$ cat config.mk
export PLATFORM = sky130hd
export DESIGN_NAME = console_ctrl_flat
export DESIGN_NICKNAME = d
export VERILOG_FILES = /design/src/rtl/console_ctrl_pkg.sv /design/src/rtl/console_ctrl_if.sv /design/src/rtl/console_ctrl_rr_arb2.sv /design/src/rtl/console_ctrl.sv /design/src/flat_wrapper.sv
export SDC_FILE = /design/constraint.sdc
export NUM_CORES = 1
export LEC_CHECK = 0
export ABC_CLOCK_PERIOD_IN_PS = 4400
export CAP_MARGIN = 10
export CORE_MARGIN = 1
export CORE_UTILIZATION = 40
export CTS_CLUSTER_DIAMETER = 50
export DETAILED_ROUTE_END_ITERATION = 8
export GPL_ROUTABILITY_DRIVEN = 0
export PLACE_DENSITY_LB_ADDON = 0.1
export SLEW_MARGIN = 5
export SYNTH_ARGS = -nofsm -noshare
export SYNTH_HDL_FRONTEND = slang
export SYNTH_HIERARCHICAL = 1
export SYNTH_SLANG_ARGS = --single-unit
$ cat constraint.sdc
create_clock -name clk48 -period 4.4 [get_ports clk48]
set_clock_uncertainty 0.05 [all_clocks]
set_input_delay 0.88 -clock clk48 [delete_from_list [all_inputs] [get_ports clk48]]
set_output_delay 0.88 -clock clk48 [all_outputs]
set_load 0.02 [all_outputs]
$ cat src/rtl/console_ctrl_pkg.sv
`default_nettype none
// ----------------------------------------------------------------------------
// console_ctrl_pkg : shared character codes, geometry defaults, FSM states
// Rev 1.0
// ----------------------------------------------------------------------------
package console_ctrl_pkg;

    localparam int COLS_DEF   = 80;
    localparam int ROWS_DEF   = 30;
    localparam int ADDR_W_DEF = 14;

    localparam logic [7:0] CH_SPACE    = 8'h20;
    localparam logic [7:0] CH_LF       = 8'h0A;
    localparam logic [7:0] CH_CR       = 8'h0D;
    localparam logic [7:0] CH_BS       = 8'h08;
    localparam logic [7:0] CH_PRINT_LO = 8'h20;
    localparam logic [7:0] CH_PRINT_HI = 8'h7E;

    typedef enum logic [1:0] {
        ST_INIT  = 2'd0,
        ST_IDLE  = 2'd1,
        ST_EXEC  = 2'd2,
        ST_CLEAR = 2'd3
    } state_e;

    function automatic logic is_printable(input logic [7:0] c);
        return (c >= CH_PRINT_LO) && (c <= CH_PRINT_HI);
    endfunction

endpackage
`default_nettype wire

$ cat src/rtl/console_ctrl_if.sv
`default_nettype none
// ----------------------------------------------------------------------------
// console_ctrl_if : byte-stream inputs and framebuffer write port
// Rev 1.0
// ----------------------------------------------------------------------------
interface console_ctrl_if #(
    parameter int ADDR_W = 14
) ();
    logic [7:0]        src0_data;
    logic              src0_valid;
    logic              src0_ready;
    logic [7:0]        src1_data;
    logic              src1_valid;
    logic              src1_ready;
    logic [ADDR_W-1:0] fb_waddr;
    logic [7:0]        fb_wdata;
    logic              fb_wr_en;
    logic [ADDR_W-1:0] cursor_addr;
    logic              busy;

    modport slave (
        input  src0_data, src0_valid, src1_data, src1_valid,
        output src0_ready, src1_ready, fb_waddr, fb_wdata, fb_wr_en,
               cursor_addr, busy
    );

    modport master (
        output src0_data, src0_valid, src1_data, src1_valid,
        input  src0_ready, src1_ready, fb_waddr, fb_wdata, fb_wr_en,
               cursor_addr, busy
    );
endinterface
`default_nettype wire

$ cat src/rtl/console_ctrl_rr_arb2.sv
`default_nettype none
// ----------------------------------------------------------------------------
// rr_arb2 : two-way round-robin arbiter, grant one-hot or zero
// Rev 1.0
// ----------------------------------------------------------------------------
module rr_arb2 (
    input  logic       clk,
    input  logic       rst_n,
    input  logic [1:0] req,
    input  logic       advance,
    input  logic       enable,
    output logic [1:0] grant
);
    logic last_grant_q;
    logic last_grant_d;

    always_comb begin
        grant = 2'b00;
        if (enable) begin
            case (req)
                2'b01:   grant = 2'b01;
                2'b10:   grant = 2'b10;
                2'b11:   grant = last_grant_q ? 2'b01 : 2'b10;
                default: grant = 2'b00;
            endcase
        end
    end

    always_comb begin
        last_grant_d = last_grant_q;
        if (advance) last_grant_d = grant[1];
    end

    always_ff @(posedge clk or negedge rst_n) begin
        if (!rst_n) last_grant_q <= 1'b1;
        else        last_grant_q <= last_grant_d;
    end
endmodule
`default_nettype wire

$ cat src/rtl/console_ctrl.sv
`default_nettype none
// ----------------------------------------------------------------------------
// console_ctrl : text console, arbitrates two byte streams into the framebuffer
// Rev 1.0
// ----------------------------------------------------------------------------
module console_ctrl
    import console_ctrl_pkg::*;
#(
    parameter int COLS   = COLS_DEF,
    parameter int ROWS   = ROWS_DEF,
    parameter int ADDR_W = ADDR_W_DEF
) (
    input  logic          clk48,
    input  logic          rst_n,
    console_ctrl_if.slave bus
);
    localparam int COL_W = $clog2(COLS);
    localparam int ROW_W = $clog2(ROWS);
    localparam int CLR_W = $clog2(ROWS * COLS);

    localparam logic [COL_W-1:0]  COL_LAST      = COL_W'(COLS - 1);
    localparam logic [ROW_W-1:0]  ROW_LAST      = ROW_W'(ROWS - 1);
    localparam logic [CLR_W-1:0]  CLR_INIT_LAST = CLR_W'(ROWS * COLS - 1);
    localparam logic [CLR_W-1:0]  CLR_ROW_LAST  = CLR_W'(COLS - 1);
    localparam logic [ADDR_W-1:0] ROW_STEP      = ADDR_W'(COLS);

    state_e             state_q, state_d;
    logic [COL_W-1:0]   col_q, col_d;
    logic [ROW_W-1:0]   row_q, row_d;
    logic [ADDR_W-1:0]  row_base_q, row_base_d;
    logic [CLR_W-1:0]   clr_cnt_q, clr_cnt_d;
    logic [7:0]         byte_q, byte_d;

    logic [1:0]         grant;
    logic               accept;
    logic [ADDR_W-1:0]  cursor;
    logic               wr_en;
    logic [ADDR_W-1:0]  waddr;
    logic [7:0]         wdata;
    logic               row_adv;

    assign accept = (bus.src0_valid & bus.src0_ready) | (bus.src1_valid & bus.src1_ready);
    assign cursor = row_base_q + ADDR_W'(col_q);

    rr_arb2 u_arb (
        .clk     (clk48),
        .rst_n   (rst_n),
        .req     ({bus.src1_valid, bus.src0_valid}),
        .advance (accept),
        .enable  (state_q == ST_IDLE),
        .grant   (grant)
    );

    always_comb begin
        state_d    = state_q;
        col_d      = col_q;
        row_d      = row_q;
        row_base_d = row_base_q;
        clr_cnt_d  = clr_cnt_q;
        byte_d     = byte_q;
        wr_en      = 1'b0;
        waddr      = '0;
        wdata      = '0;
        row_adv    = 1'b0;

        case (state_q)
            ST_INIT: begin
                wr_en     = 1'b1;
                waddr     = ADDR_W'(clr_cnt_q);
                wdata     = CH_SPACE;
                clr_cnt_d = clr_cnt_q + CLR_W'(1);
                if (clr_cnt_q == CLR_INIT_LAST) begin
                    clr_cnt_d = '0;
                    state_d   = ST_IDLE;
                end
            end
            ST_IDLE: begin
                if (accept) begin
                    byte_d  = grant[1] ? bus.src1_data : bus.src0_data;
                    state_d = ST_EXEC;
                end
            end
            ST_EXEC: begin
                state_d = ST_IDLE;
                if (is_printable(byte_q)) begin
                    wr_en = 1'b1;
                    waddr = cursor;
                    wdata = byte_q;
                    if (col_q == COL_LAST) begin
                        col_d   = '0;
                        row_adv = 1'b1;
                    end else begin
                        col_d = col_q + COL_W'(1);
                    end
                end else if (byte_q == CH_LF) begin
                    col_d   = '0;
                    row_adv = 1'b1;
                end else if (byte_q == CH_CR) begin
                    col_d = '0;
                end else if ((byte_q == CH_BS) && (col_q != '0)) begin
                    // Backspace stays on the current row: no reverse wrap at col 0
                    col_d = col_q - COL_W'(1);
                    wr_en = 1'b1;
                    waddr = cursor - ADDR_W'(1);
                    wdata = CH_SPACE;
                end
            end
            ST_CLEAR: begin
                wr_en     = 1'b1;
                waddr     = row_base_q + ADDR_W'(clr_cnt_q);
                wdata     = CH_SPACE;
                clr_cnt_d = clr_cnt_q + CLR_W'(1);
                if (clr_cnt_q == CLR_ROW_LAST) begin
                    clr_cnt_d = '0;
                    state_d   = ST_IDLE;
                end
            end
            default: state_d = ST_INIT;
        endcase

        // Bottom row wraps to the top and overwrites it; there is no scrolling
        if (row_adv) begin
            clr_cnt_d = '0;
            state_d   = ST_CLEAR;
            if (row_q == ROW_LAST) begin
                row_d      = '0;
                row_base_d = '0;
            end else begin
                row_d      = row_q + ROW_W'(1);
                row_base_d = row_base_q + ROW_STEP;
            end
        end
    end

    always_ff @(posedge clk48 or negedge rst_n) begin
        if (!rst_n) begin
            state_q    <= ST_INIT;
            col_q      <= '0;
            row_q      <= '0;
            row_base_q <= '0;
            clr_cnt_q  <= '0;
            byte_q     <= '0;
        end else begin
            state_q    <= state_d;
            col_q      <= col_d;
            row_q      <= row_d;
            row_base_q <= row_base_d;
            clr_cnt_q  <= clr_cnt_d;
            byte_q     <= byte_d;
        end
    end

    // Outputs are gated by rst_n so a reset kills a write strobe without a clock edge
    assign bus.src0_ready  = grant[0] & rst_n;
    assign bus.src1_ready  = grant[1] & rst_n;
    assign bus.fb_wr_en    = wr_en & rst_n;
    assign bus.fb_waddr    = rst_n ? waddr  : '0;
    assign bus.fb_wdata    = rst_n ? wdata  : '0;
    assign bus.cursor_addr = rst_n ? cursor : '0;
    assign bus.busy        = (state_q == ST_INIT) || (state_q == ST_CLEAR);
endmodule
`default_nettype wire

$ cat src/flat_wrapper.sv
// flat-port wrapper written by rule: the top's interface ports become plain ports
module console_ctrl_flat import console_ctrl_pkg::*;
#(
    parameter int COLS   = COLS_DEF,
    parameter int ROWS   = ROWS_DEF,
    parameter int ADDR_W = ADDR_W_DEF
)
  (clk48, rst_n, bus_src0_data, bus_src0_valid, bus_src1_data, bus_src1_valid, bus_src0_ready, bus_src1_ready, bus_fb_waddr, bus_fb_wdata, bus_fb_wr_en, bus_cursor_addr, bus_busy);
  console_ctrl_if #(.ADDR_W(ADDR_W)) bus_i ();
  input  logic clk48;
  input  logic rst_n;
  input wire logic [$bits(bus_i.src0_data)-1:0] bus_src0_data;
  input wire logic [$bits(bus_i.src0_valid)-1:0] bus_src0_valid;
  input wire logic [$bits(bus_i.src1_data)-1:0] bus_src1_data;
  input wire logic [$bits(bus_i.src1_valid)-1:0] bus_src1_valid;
  output wire logic [$bits(bus_i.src0_ready)-1:0] bus_src0_ready;
  output wire logic [$bits(bus_i.src1_ready)-1:0] bus_src1_ready;
  output wire logic [$bits(bus_i.fb_waddr)-1:0] bus_fb_waddr;
  output wire logic [$bits(bus_i.fb_wdata)-1:0] bus_fb_wdata;
  output wire logic [$bits(bus_i.fb_wr_en)-1:0] bus_fb_wr_en;
  output wire logic [$bits(bus_i.cursor_addr)-1:0] bus_cursor_addr;
  output wire logic [$bits(bus_i.busy)-1:0] bus_busy;
  assign bus_i.src0_data = bus_src0_data;
  assign bus_i.src0_valid = bus_src0_valid;
  assign bus_i.src1_data = bus_src1_data;
  assign bus_i.src1_valid = bus_src1_valid;
  assign bus_src0_ready = bus_i.src0_ready;
  assign bus_src1_ready = bus_i.src1_ready;
  assign bus_fb_waddr = bus_i.fb_waddr;
  assign bus_fb_wdata = bus_i.fb_wdata;
  assign bus_fb_wr_en = bus_i.fb_wr_en;
  assign bus_cursor_addr = bus_i.cursor_addr;
  assign bus_busy = bus_i.busy;
  console_ctrl #(.COLS(COLS), .ROWS(ROWS), .ADDR_W(ADDR_W)) u_core (.clk48(clk48), .rst_n(rst_n), .bus(bus_i));
endmodule
==> results of run 1 <==
[layout make-up]
cell class | count | share of cell area
Tap cell | 133 | 0.0343
Inverter | 10 | 0.00774
Multi-Input combinational cell | 423 | 0.576
Clock inverter | 3 | 0.00981
Timing Repair Buffer | 62 | 0.125
Clock buffer | 5 | 0.0142
Sequential cell | 45 | 0.233
[timing repair]
item                                    in CTS  in global routing
gates resized for setup                      0                  1
setup buffers                                0                  0
endpoints found under the setup margin       0                  4
hold buffers                                 0                  0
[cells by family (layout without fill, tap and decap cells)]
family                     after synthesis  after routing  synth area share
buffers and inverters                   46             80            0.0492
AOI/OAI and AO/OA                      148            148             0.245
other                                    1              1          0.000910
muxes                                   15             15            0.0364
DFF                                     45             45             0.274
and+or+nand+nor                        210            210             0.269
adders and majority gates               24             24            0.0729
xor gates and xnor gates                25             25            0.0531
[report_power, final]
part           switching, mW  internal, mW  leakage [nW]
Combinational         0.0231        0.0224          1.39
Sequential                 0         0.413         0.600
Clock                  0.162         0.174        0.0591
[metal layers]
layer  wire length (um)  GRT usage
met1               5250      0.278
met2               5110      0.340
met3                458     0.0302
met4                143     0.0538
met5                  0          0
[worst min-delay path by stage]
stage	end	startpoint	slack (ns)
final	u_core/row_q[4]$_DFFE_PN0P_	u_core/row_q[4]$_DFFE_PN0P_	0.48
after global routing	u_core/row_q[4]$_DFFE_PN0P_	u_core/row_q[4]$_DFFE_PN0P_	0.49
after CTS	u_core/row_q[4]$_DFFE_PN0P_	u_core/row_q[4]$_DFFE_PN0P_	0.47
after detailed placement	u_core/row_q[4]$_DFFE_PN0P_	u_core/row_q[4]$_DFFE_PN0P_	0.45
after global placement	u_core/row_q[4]$_DFFE_PN0P_	u_core/row_q[4]$_DFFE_PN0P_	0.45
after floorplan	u_core/row_q[4]$_DFFE_PN0P_	u_core/row_q[4]$_DFFE_PN0P_	0.42
[through the flow]
stage / util / total power [mW] / setup slack, ns
after global placement: 0.479 / 0.468 / 0.609
after floorplan: - / 0.434 / 1.02
after detailed placement: 0.479 / 0.468 / 0.551
final: 0.491 / 0.794 / 0.210
after CTS: 0.491 / 0.807 / 0.195
after global routing: 0.491 / 0.826 / 0.00653
[state kept, by name, indices dropped and copies added (netlist names)]
| name | count |
|---|---|
| u_core/clr_cnt_q | 12 |
| u_core/row_base_q | 10 |
| u_core/row_q | 5 |
| u_core/u_arb/last_grant_q | 1 |
| u_core/state_q | 2 |
| u_core/byte_q | 8 |
| u_core/col_q | 7 |
[placed cells by master, fill, tap and decap left out, types with 8 or more instances in the layout]
cell / Yosys / routed
nand2_1: 49 / 49
mux2i_1: 15 / 15
inv_1: 10 / 10
clkdlybuf4s50_1: 0 / 57
and3_1: 11 / 11
and2_1: 28 / 28
a22oi_1: 8 / 8
xnor2_1: 11 / 11
a21oi_1: 29 / 29
dfrtp_1: 44 / 44
xor2_1: 14 / 14
o21ai_0: 44 / 44
nor2_1: 44 / 44
ha_1: 24 / 23
nand3_1: 17 / 17
nor2b_1: 9 / 9
nor3_1: 13 / 13
==> flow_metrics.tcl, run 1 <==
set metrics [dict create \
    status "completed" \
    wl_um 11000 \
    holdPathStages 1 \
    design.die.area_um2 10700 \
    synth-edff-count 0 \
    grt_pass1_wl_um 18100 \
    cp_slowest_stage_delay_ns 0.64 \
    placed_cell_area_um2 4730 \
    yosys_warnings 6 \
    synth_top_area_share 0.267 \
    leakage_nw 2.05 \
    drt_iter0_drc 262 \
    async_reset_ff_frac 1.00 \
    clock_sinks 45 \
    route.detailed.drc 0 \
    critPathKind "register to primary output" \
    drive_gt1_frac 0.0584 \
    area_delta_synth_final_pct 17.6 \
    postLayoutCellArea_um2 4850 \
    slew_violations 0 \
    core_um2 9860 \
    first_global_vias 3664 \
    ys_seq_area_frac 0.274 \
    setup_tns_ns 0 \
    start_kind "register" \
    multi_input_area_um2 2790 \
    crit_required_ns 3.47 \
    final_cells 681 \
    path_buf_inv 1 \
    hpwl_um 8160 \
    synth_cell_types 73 \
    htreeDepth 2 \
    initial_utilization 0.418 \
    antenna_found_initial 0 \
    setup_viol 0 \
    die_x_um 104 \
    fin_crit_sh 0.952 \
    grt_remaining_overflow 0 \
    fillCellCount 993 \
    vias 3871 \
    wl_per_cell_um 16.1 \
    slew_headroom 0.380 \
    final_nets 591 \
    numCtsBuffers 5 \
    root_buffer "clkbuf_8" \
    syn_area_per_cell_um2 8.02 \
    worstSkewPairLatency_ns 0.30 \
    fmax_mhz 239 \
    slowest_stage "clkdlybuf4s50_1" \
    final_antenna_net_count 0 \
    crit_family "buffers and inverters" \
    ys.flop_type "dfrtp_1" \
    syn_inst 514 \
    port_buffers 58 \
    layout_min_cycle_time_ns 4.19 \
    track_usage 0.205 \
    synthTopCellsByArea "dfrtp_1, ha_1, o21ai_0, nand2_1, and2_1" \
    r2r_start "u_core/byte_q[6]$_DFFE_PN0P_" \
    first_pass_iters 5 \
    ir_drop_mv 0.128 \
    ff_latch_area_um2 1130 \
    pin_count 60 \
    yosysTopAreaCell "dfrtp_1" \
    path_max_fanout 6 \
    crit_start "u_core/col_q[6]$_DFFE_PN0P_" \
    power.density_nw_per_um2 164 \
    worstSetupPathDepth 8 \
    synthesis.nets 558 \
    rr_endpoint "u_core/row_base_q[12]$_DFFE_PN0P_" \
    grt_setup_unrepaired "false" \
    worst_path_most_repeated_cell "xor2_1" \
    crit_path_end_kind "primary output" \
    cts.clk_slew.worst_paths_ns 0.10 \
    ys_ff_latch 45 \
    hp-class "register to register" \
    rows 36 \
    netlist_top_cells_count "nand2_1, dfrtp_1, nor2_1, o21ai_0, a21oi_1" \
    dp.cells 673 \
    regToRegSetupSlack_ns 1.29 \
    holdWs_ns 0.481 \
    diodes 0 \
    path_cells "ha_1, xor2_1, o31a_1, nor4_4, mux2i_1, xor2_1, o221ai_1, clkdlybuf4s50_1" \
    syn-cell-area_um2 4120 \
    critPathArrivalTime_ns 3.26 \
    grt_max_degree 62 \
    cts_tree "done" \
    clock_path_buffers 2 \
    finalHoldViolations 0 \
    yosysMostFrequentCell "nand2_1" \
    r2r.worst_path.cells 7 \
    crit_path_end "bus_fb_waddr[9]" \
    via_per_inst 5.68 \
    die_y_um 104 \
    worstMarginPinSlew_ns 0.929 \
    cap_violations 0 \
]
Note: power is estimated with default switching activity, not from simulation.
==> run 2, diff against run 1 <==
--- a/config.mk
+++ b/config.mk
@@ -8,12 +8,12 @@
 export ABC_CLOCK_PERIOD_IN_PS = 4400
 export CAP_MARGIN = 10
 export CORE_MARGIN = 1
-export CORE_UTILIZATION = 40
+export CORE_UTILIZATION = 45
 export CTS_CLUSTER_DIAMETER = 50
 export DETAILED_ROUTE_END_ITERATION = 8
 export GPL_ROUTABILITY_DRIVEN = 0
 export PLACE_DENSITY_LB_ADDON = 0.1
-export SLEW_MARGIN = 5
+export SLEW_MARGIN = 0
 export SYNTH_ARGS = -nofsm -noshare
 export SYNTH_HDL_FRONTEND = slang
 export SYNTH_HIERARCHICAL = 1
==> flow_metrics.tcl, run 2 (same netlist as run 1, synthesis figures left out) <==
set metrics [dict create \
    slew_violations 0 \
    finalPower_mw 0.799 \
    die_x_um 97.7 \
    path_buf_inv 1 \
    start_kind "register" \
    core_um2 8810 \
    htreeDepth 2 \
    port_buffers 58 \
    diodes 0 \
    worstMarginPinSlew_ns 0.936 \
    most-common-layout-cells "clkdlybuf4s50_1, nand2_1, nor2_1, o21ai_0, dfrtp_1" \
    r2r.worst_path.cells 7 \
    cts_tree "done" \
    grt_pass1_wl_um 18000 \
    critPathKind "register to primary output" \
    wl_per_cell_um 16.4 \
    leakage_nw 2.05 \
    worstSetupPathDepth 8 \
    via_per_inst 6.02 \
    clock_sinks 45 \
    grt_max_degree 62 \
    initial_utilization 0.468 \
    setup_tns_ns 0 \
    layout_commonest_cell "clkdlybuf4s50_1" \
    status "finished with violations" \
    layout_min_cycle_time_ns 4.16 \
    track_usage 0.232 \
    fin_crit_sh 0.945 \
    cap_violations 0 \
    first_pass_iters 7 \
    rows 34 \
    slew_headroom 0.376 \
    setup_viol 0 \
    route.detailed.drc 4 \
    largest_reg_flops 12 \
    cts.clk_slew.worst_paths_ns 0.10 \
    die_y_um 97.7 \
    final_antenna_net_count 0 \
    ir_drop_mv 0.138 \
    drive_gt1_frac 0.0603 \
    r2r_start "u_core/byte_q[6]$_DFFE_PN0P_" \
    path_max_fanout 8 \
    holdWs_ns 0.480 \
    vias 3943 \
    area_delta_synth_final_pct 16.9 \
    crit_start "u_core/col_q[5]$_DFFE_PN0P_" \
    reg.largest.list "u_core/clr_cnt_q x12, u_core/row_base_q x10, u_core/byte_q x8" \
    critPathArrivalTime_ns 3.23 \
    antenna_found_initial 0 \
    finalHoldViolations 0 \
    wl_um 10700 \
    slowest_stage "clkdlybuf4s50_1" \
    final_nets 590 \
    hpwl_um 7850 \
    grt_remaining_overflow 0 \
    worstSkewPairLatency_ns 0.31 \
    clock_path_buffers 2 \
    drt_iter0_drc 352 \
    fillCellCount 813 \
    power.density_nw_per_um2 166 \
    top_register "u_core/clr_cnt_q" \
    hold_start "u_core/row_q[4]$_DFFE_PN0P_" \
    holdBufCountCts 0 \
    numCtsBuffers 5 \
    crit_path_end_kind "primary output" \
    pin_count 60 \
    grt_setup_unrepaired "false" \
    hp-class "register to register" \
    design.die.area_um2 9550 \
    crit_required_ns 3.47 \
    cp_slowest_stage_delay_ns 0.63 \
    holdPathStages 1 \
    violations "design-rule violations" \
    fmax_mhz 241 \
    first_global_vias 3766 \
    root_buffer "clkbuf_8" \
    path_cells "ha_1, nand3_1, o31a_1, nor4_4, mux2i_1, a31oi_1, a22oi_1, clkdlybuf4s50_1" \
    crit_family "buffers and inverters" \
]
run 2: cell types whose count changed in the layout (fill, tap and decap cells not counted), sizes merged:
| cell | before | now |
|---|---|---|
| buf | 5 | 4 |
| clkinv | 0 | 1 |
| inv | 12 | 11 |
run 2: layout make-up:
| cell class | count | area, um^2 | area share |
|---|---|---|---|
| Inverter | 10 | 37.5 | 0.00779 |
| Tap cell | 108 | 135 | 0.0280 |
| Sequential cell | 45 | 1130 | 0.234 |
| Multi-Input combinational cell | 423 | 2800 | 0.581 |
| Clock buffer | 5 | 68.8 | 0.0143 |
| Timing Repair Buffer | 61 | 598 | 0.124 |
| Clock inverter | 3 | 50.0 | 0.0104 |
run 2: where the power goes:
group / internal [mW] / total (mW) / switching (mW)
combinational: 0.0224 / 0.0452 / 0.0229
clock: 0.174 / 0.341 / 0.166
sequential: 0.413 / 0.413 / 0
total: 0.610 / 0.799 / 0.189
run 2: metrics by stage:
step                      cell area [um^2]  instances  utilization  setup slack, ns
after global routing                  4820        655        0.547           0.0436
final                                 4820        655        0.547            0.244
after CTS                             4810        655        0.546            0.222
after floorplan                       4120        514            -             1.02
after detailed placement              4690        647        0.533            0.570
after global placement                4690        647        0.533            0.629
run 2: path summary, 6_finish.rpt:
check,endpoint,slack (ns)
max in group asynchronous,u_core/clr_cnt_q[11]$_DFFE_PN0P_,3.14
max reg2reg,u_core/row_base_q[10]$_DFFE_PN0P_,1.32
min in group asynchronous,u_core/clr_cnt_q[1]$_DFFE_PN0P_,0.68
max,bus_fb_waddr[13],0.24
min reg2reg,u_core/row_q[4]$_DFFE_PN0P_,0.48
min,u_core/row_q[4]$_DFFE_PN0P_,0.48
run 2: worst register-to-register path, stage by stage (launching register included):
cell and delay, ns:
dfrtp_1 0.45, o21bai_1 0.42, a41oi_4 0.12, buf_4 0.24
nand2_1 0.21, and3_1 0.82, nand2_1 0.38, o31ai_1 0.31
run 2: repair_timing:
action	in CTS	in global routing
gates resized for setup	0	3
hold endpoints to repair	0	0
setup buffers	0	0
setup endpoints to repair	0	4
run 2: layer usage:
| layer | part of all wire | global-route usage |
|---|---|---|
| met1 | 0.47 | 0.304 |
| met2 | 0.47 | 0.390 |
| met3 | 0.054 | 0.0388 |
| met4 | 0.014 | 0.0711 |
| met5 | 0 | 0 |
==> variant 1, RTL diff (flow settings as in run 2) <==
Encoding of `state_e`: now Gray code (2 bits for 4 states).
--- a/src/rtl/console_ctrl_pkg.sv
+++ b/src/rtl/console_ctrl_pkg.sv
@@ -19,6 +19,6 @@
     typedef enum logic [1:0] {
-        ST_INIT  = 2'd0,
-        ST_IDLE  = 2'd1,
-        ST_EXEC  = 2'd2,
-        ST_CLEAR = 2'd3
+        ST_INIT  = 2'b00,
+        ST_IDLE  = 2'b01,
+        ST_EXEC  = 2'b11,
+        ST_CLEAR = 2'b10
     } state_e;
Behaviour: no difference found for any inputs over 10 cycles, from zero or initial values and one cycle with rst_n low; not proved beyond that.
==> variant 1 against run 2 <==
  * Worst setup slack worse by 0.0087 ns
  * Power down 9.9%
  * Die area shrank 5.2%
  * Critical endpoint is now bus_fb_waddr[10]
  * Synthesized area shrank 5.3%
  * Final cell count down 2.4%
  * Via count is 4.7% lower
  * Design area is 3.8% lower
  * Routed wire length shrank 1.7%
  * Sequential cell count unchanged
  * Non-clock buffer count is 6 higher
==> variant 1: results <==
export IMPL_status="finished, final reports clean"
export IMPL_placed_area_um2=4547
export IMPL_synth_xor_area_share_pct=6.062
export IMPL_nFillCells=786
export IMPL_reg2reg_depth=8
export IMPL_timing_hold_ws_ns=0.3802
export IMPL_grt_pass1_wl_um=17540
export IMPL_cp_max_fo=7
export IMPL_grt_pass1_vias=3483
export IMPL_final_nets=572
export IMPL_dp_hpwl_um=8105
export IMPL_syn2layout_area_growth_pct=18.76
export IMPL_dp_slack_ns=0.5856
export IMPL_reg2reg_to="u_core/row_base_q[8]"
export IMPL_initialDrtViolationCount=253
export IMPL_synthTopCellsByCount="nand2_1, dfrtp_1, nor2_1"
export IMPL_yosys_top_cells_area="dfrtp_1, ha_1, a21oi_1"
export IMPL_crit_slowest_cell="clkdlybuf4s50_1"
export IMPL_htree_levels=2
export IMPL_synth_compound_area_share_pct=23.57
export IMPL_ys_seq_area_share_pct=28.90
export IMPL_yosys_warnings=6
export IMPL_synth_async_reset_ratio_pct=100.0
export IMPL_seq_area_um2=1127
export IMPL_r2r_start="u_core/byte_q[0]"
export IMPL_yosys_cell_types_count=64
export IMPL_worst_slew_pin_slew_ns=0.5634
export IMPL_synthMuxAreaShare_pct=4.907
export IMPL_layout_drive_gt1_share_pct=5.618
export IMPL_grt_max_degree=29
export IMPL_clk_latency_ns=0.30
export IMPL_cp_top_family="simple AND/OR/NAND/NOR gates"
export IMPL_grt_util_all_layers_pct=25.03
export IMPL_synth_adder_area_share_pct=6.094
export IMPL_reg2reg_slack_ns=1.61
export IMPL_worst_hold_path_type="primary input to asynchronous set/reset pin"
export IMPL_drt_first_pass_iters=5
export IMPL_synth_net_count=524
export IMPL_grt_antenna_before_repair=0
export IMPL_vdd_drop_max_uv=119.5
export IMPL_p_leak_nw=2.021
export IMPL_viasPerCell=5.879
export IMPL_wl_um=10530
[variant 1: changes by cell type after synthesis, sizes merged, moves of 4 or more]
cell,before,now
nand3,17,21
nand4,7,1
nor3,13,8
a21oi,29,38
xnor2,11,17
nand2,49,45
ha,24,19
or3,1,8
xor2,14,10
clkbuf,26,14
o31ai,8,13
o21ai,49,33
a21o,2,6
[variant 1: how the worst max path moves through the flow]
stage / start / slack, ns / to / cells after the start
finish: u_core/col_q[6] / 0.24 / bus_fb_waddr[10] / 8
global route: u_core/row_base_q[6] / 0.04 / bus_fb_waddr[10] / 8
CTS: u_core/row_base_q[6] / 0.24 / bus_fb_waddr[10] / 8
detailed placement: u_core/row_base_q[6] / 0.59 / bus_fb_waddr[10] / 8
global placement: u_core/row_base_q[6] / 0.64 / bus_fb_waddr[10] / 8
floorplan: u_core/col_q[6] / 1.11 / bus_fb_waddr[10] / 8
[variant 1: area by class of cell]
cell class,count,share of cell area (%)
clock buffers,5,1.485
clock inverters,3,0.3781
inverters,9,0.7291
multi-input cells,405,56.36
flip-flops and latches,45,24.33
well taps,105,2.836
repair buffers,67,13.88
[variant 1: layer usage]
metal / GRT usage [%] / up-vias / share of wire (%)
li1: - / 1856 / -
met1: 35.37 / 1781 / 48
met2: 40.83 / 111 / 45
met3: 3.190 / 9 / 5.3
met4: 5.051 / 0 / 0.79
met5: 0 / - / 0
[variant 1: kinds of logic after synthesis]
| kind of cell | after synthesis |
|---|---|
| compound gates | 143 |
| xor+xnor | 27 |
| fa+ha+maj | 19 |
| buf+inv | 35 |
| flops | 45 |
| mux | 19 |
| other cells | 1 |
| simple gates | 196 |
[variant 1: stage by stage]
step / total power [W] / std cells
global placement: 0.0004670 / 631
floorplan: 0.0004336 / 485
global route: 0.0007547 / 639
CTS: 0.0007326 / 639
finish: 0.0007204 / 639
detailed placement: 0.0004675 / 631
[variant 1: power by group]
part           internal, W  leakage, nW  switching [W]
clock network     0.000110       0.0439       0.000152
logic            0.0000229         1.37      0.0000222
registers         0.000413        0.606              0
total             0.000546         2.02       0.000174
==> variant 2, RTL diff (flow settings as in run 2) <==
Made on the original files. `COLS_DEF`: 80 -> 40.
--- a/src/rtl/console_ctrl_pkg.sv
+++ b/src/rtl/console_ctrl_pkg.sv
@@ -7,3 +7,3 @@
 
-    localparam int COLS_DEF   = 80;
+    localparam int COLS_DEF   = 40;
     localparam int ROWS_DEF   = 30;
Behaviour: same outputs for any inputs over 10 cycles, from zero or initial values and one cycle with rst_n low; that may be too few to reach the edited logic, so the function may still have changed.
==> variant 2 against run 2 <==
  * Sequential cell count is 1 lower
  * Core utilization is 2.0 points higher
  * Worst setup slack worse by 0.14 ns
  * Worst hold slack worse by 0.018 ns
  * Synthesized area is 5.4% lower
  * Design area is 2.3% lower
  * Routed wire length is 1.3% higher
  * Final cell count is 0.61% lower
  * Critical path type unchanged
  * Critical endpoint is now bus_fb_waddr[8]
  * Highest routed layer unchanged
Power is left out: it rests on default switching activity, and per cell area and clock period it moved more than threefold.
==> variant 2: results <==
export IMPL_arrival_ns=3.37
export IMPL_dp_slack_ns=0.4612
export IMPL_grt_pass1_wl_um=17550
export IMPL_num_vias=3950
export IMPL_synth_net_count=535
export IMPL_cp_top_family="buffers and inverters"
export IMPL_placed_area_um2=4583
export IMPL_drt_first_pass_iters=5
export IMPL_met3_usage_pct=3.030
export IMPL_largestRegisters="u_core/clr_cnt_q x11, u_core/row_base_q x11, u_core/byte_q x8"
export IMPL_syn_inst=491
export IMPL_yosys_top_cells_area="dfrtp_1, ha_1, nand2_1"
export IMPL_viasPerCell=6.068
export IMPL_grt_antenna_before_repair=0
export IMPL_use_met1_pct=35.86
export IMPL_cts_buffers=5
export IMPL_nFillCells=800
export IMPL_synthTopCellsByCount="nand2_1, dfrtp_1, nor2_1"
export IMPL_dominantRegCellSynth="dfrtp_1"
export IMPL_ys_seq_area_share_pct=28.26
export IMPL_use_met2_pct=38.81
export IMPL_cts_root_buf="clkbuf_8"
export IMPL_wl_per_cell_um=16.67
export IMPL_final_nets=589
export IMPL_synth_adder_area_share_pct=7.700
export IMPL_cts_resized_gates=0
export IMPL_grt_pass1_vias=3521
export IMPL_dpl_cell_count=640
export IMPL_cp_max_fo=7
export IMPL_io_buffers=58
export IMPL_syn2layout_area_growth_pct=20.66
export IMPL_clockBufferDepth=2
export IMPL_layout_drive_gt1_share_pct=6.227
export IMPL_yosys_warnings=6
export IMPL_clk_pin_slew_worst_paths_ns=0.08
export IMPL_htree_levels=2
export IMPL_status="finished, final reports clean"
export IMPL_synth_xor_area_share_pct=6.737
export IMPL_synthMuxAreaShare_pct=3.850
export IMPL_worst_slew_pin_slew_ns=0.8546
export IMPL_dp_hpwl_um=7892
export IMPL_initialDrtViolationCount=257
export IMPL_yosys_cell_types_count=63
export IMPL_grt_util_all_layers_pct=24.89
export IMPL_grt_max_degree=35
export IMPL_synth_compound_area_share_pct=23.16
-- variant 2: changes by cell type in the layout (fill, tap and decap cells not counted), sizes merged, moves of 4 or more --
cell / before / now
nand4: 7 / 12
a22oi: 8 / 4
nor2: 44 / 40
and2: 28 / 23
or3: 1 / 7
nand3b: 5 / 0
buf: 4 / 14
o21ai: 49 / 38
dlymetal6s2s: 0 / 4
clkdlybuf4s50: 57 / 53
nand2: 49 / 56
xnor2: 11 / 15
o31ai: 8 / 2
-- variant 2: cell type report --
type,instances,area share (%)
Clock buffer,6,1.755
Clock inverter,2,0.2127
Inverter,14,1.117
Multi-Input combinational cell,409,56.24
Sequential cell,44,23.42
Tap cell,105,2.792
Timing Repair Buffer,71,14.46
-- variant 2: path summary, 6_finish.rpt --
kind / slack (ns) / depth (start not counted) / startpoint / to
worst max register to register: 1.37 / 6 / u_core/byte_q[5] / u_core/row_base_q[13]
min in group asynchronous: 0.58 / 2 / rst_n / u_core/byte_q[3]
max in group asynchronous: 3.38 / 2 / rst_n / u_core/row_q[4]
worst min-delay path: 0.46 / 1 / u_core/row_q[4] / u_core/row_q[4]
worst min register to register: 0.46 / 1 / u_core/row_q[4] / u_core/row_q[4]
worst max-delay path: 0.10 / 7 / u_core/col_q[4] / bus_fb_waddr[8]
-- variant 2: cell families (layout without fill, tap and decap cells) --
family | after synthesis | in the layout
mux | 15 | 15
xor+xnor | 30 | 30
simple gates | 204 | 204
buf+inv | 38 | 93
fa+ha+maj | 24 | 24
flops | 44 | 44
compound gates | 135 | 135
other cells | 1 | 1
-- variant 2: routing by layer --
| metal | part of all wire, % | vias to the layer above |
|---|---|---|
| met3 | 5.9 | 14 |
| met5 | 0 | - |
| met1 | 47 | 1872 |
| li1 | - | 1906 |
| met2 | 45 | 158 |
| met4 | 1.7 | 0 |
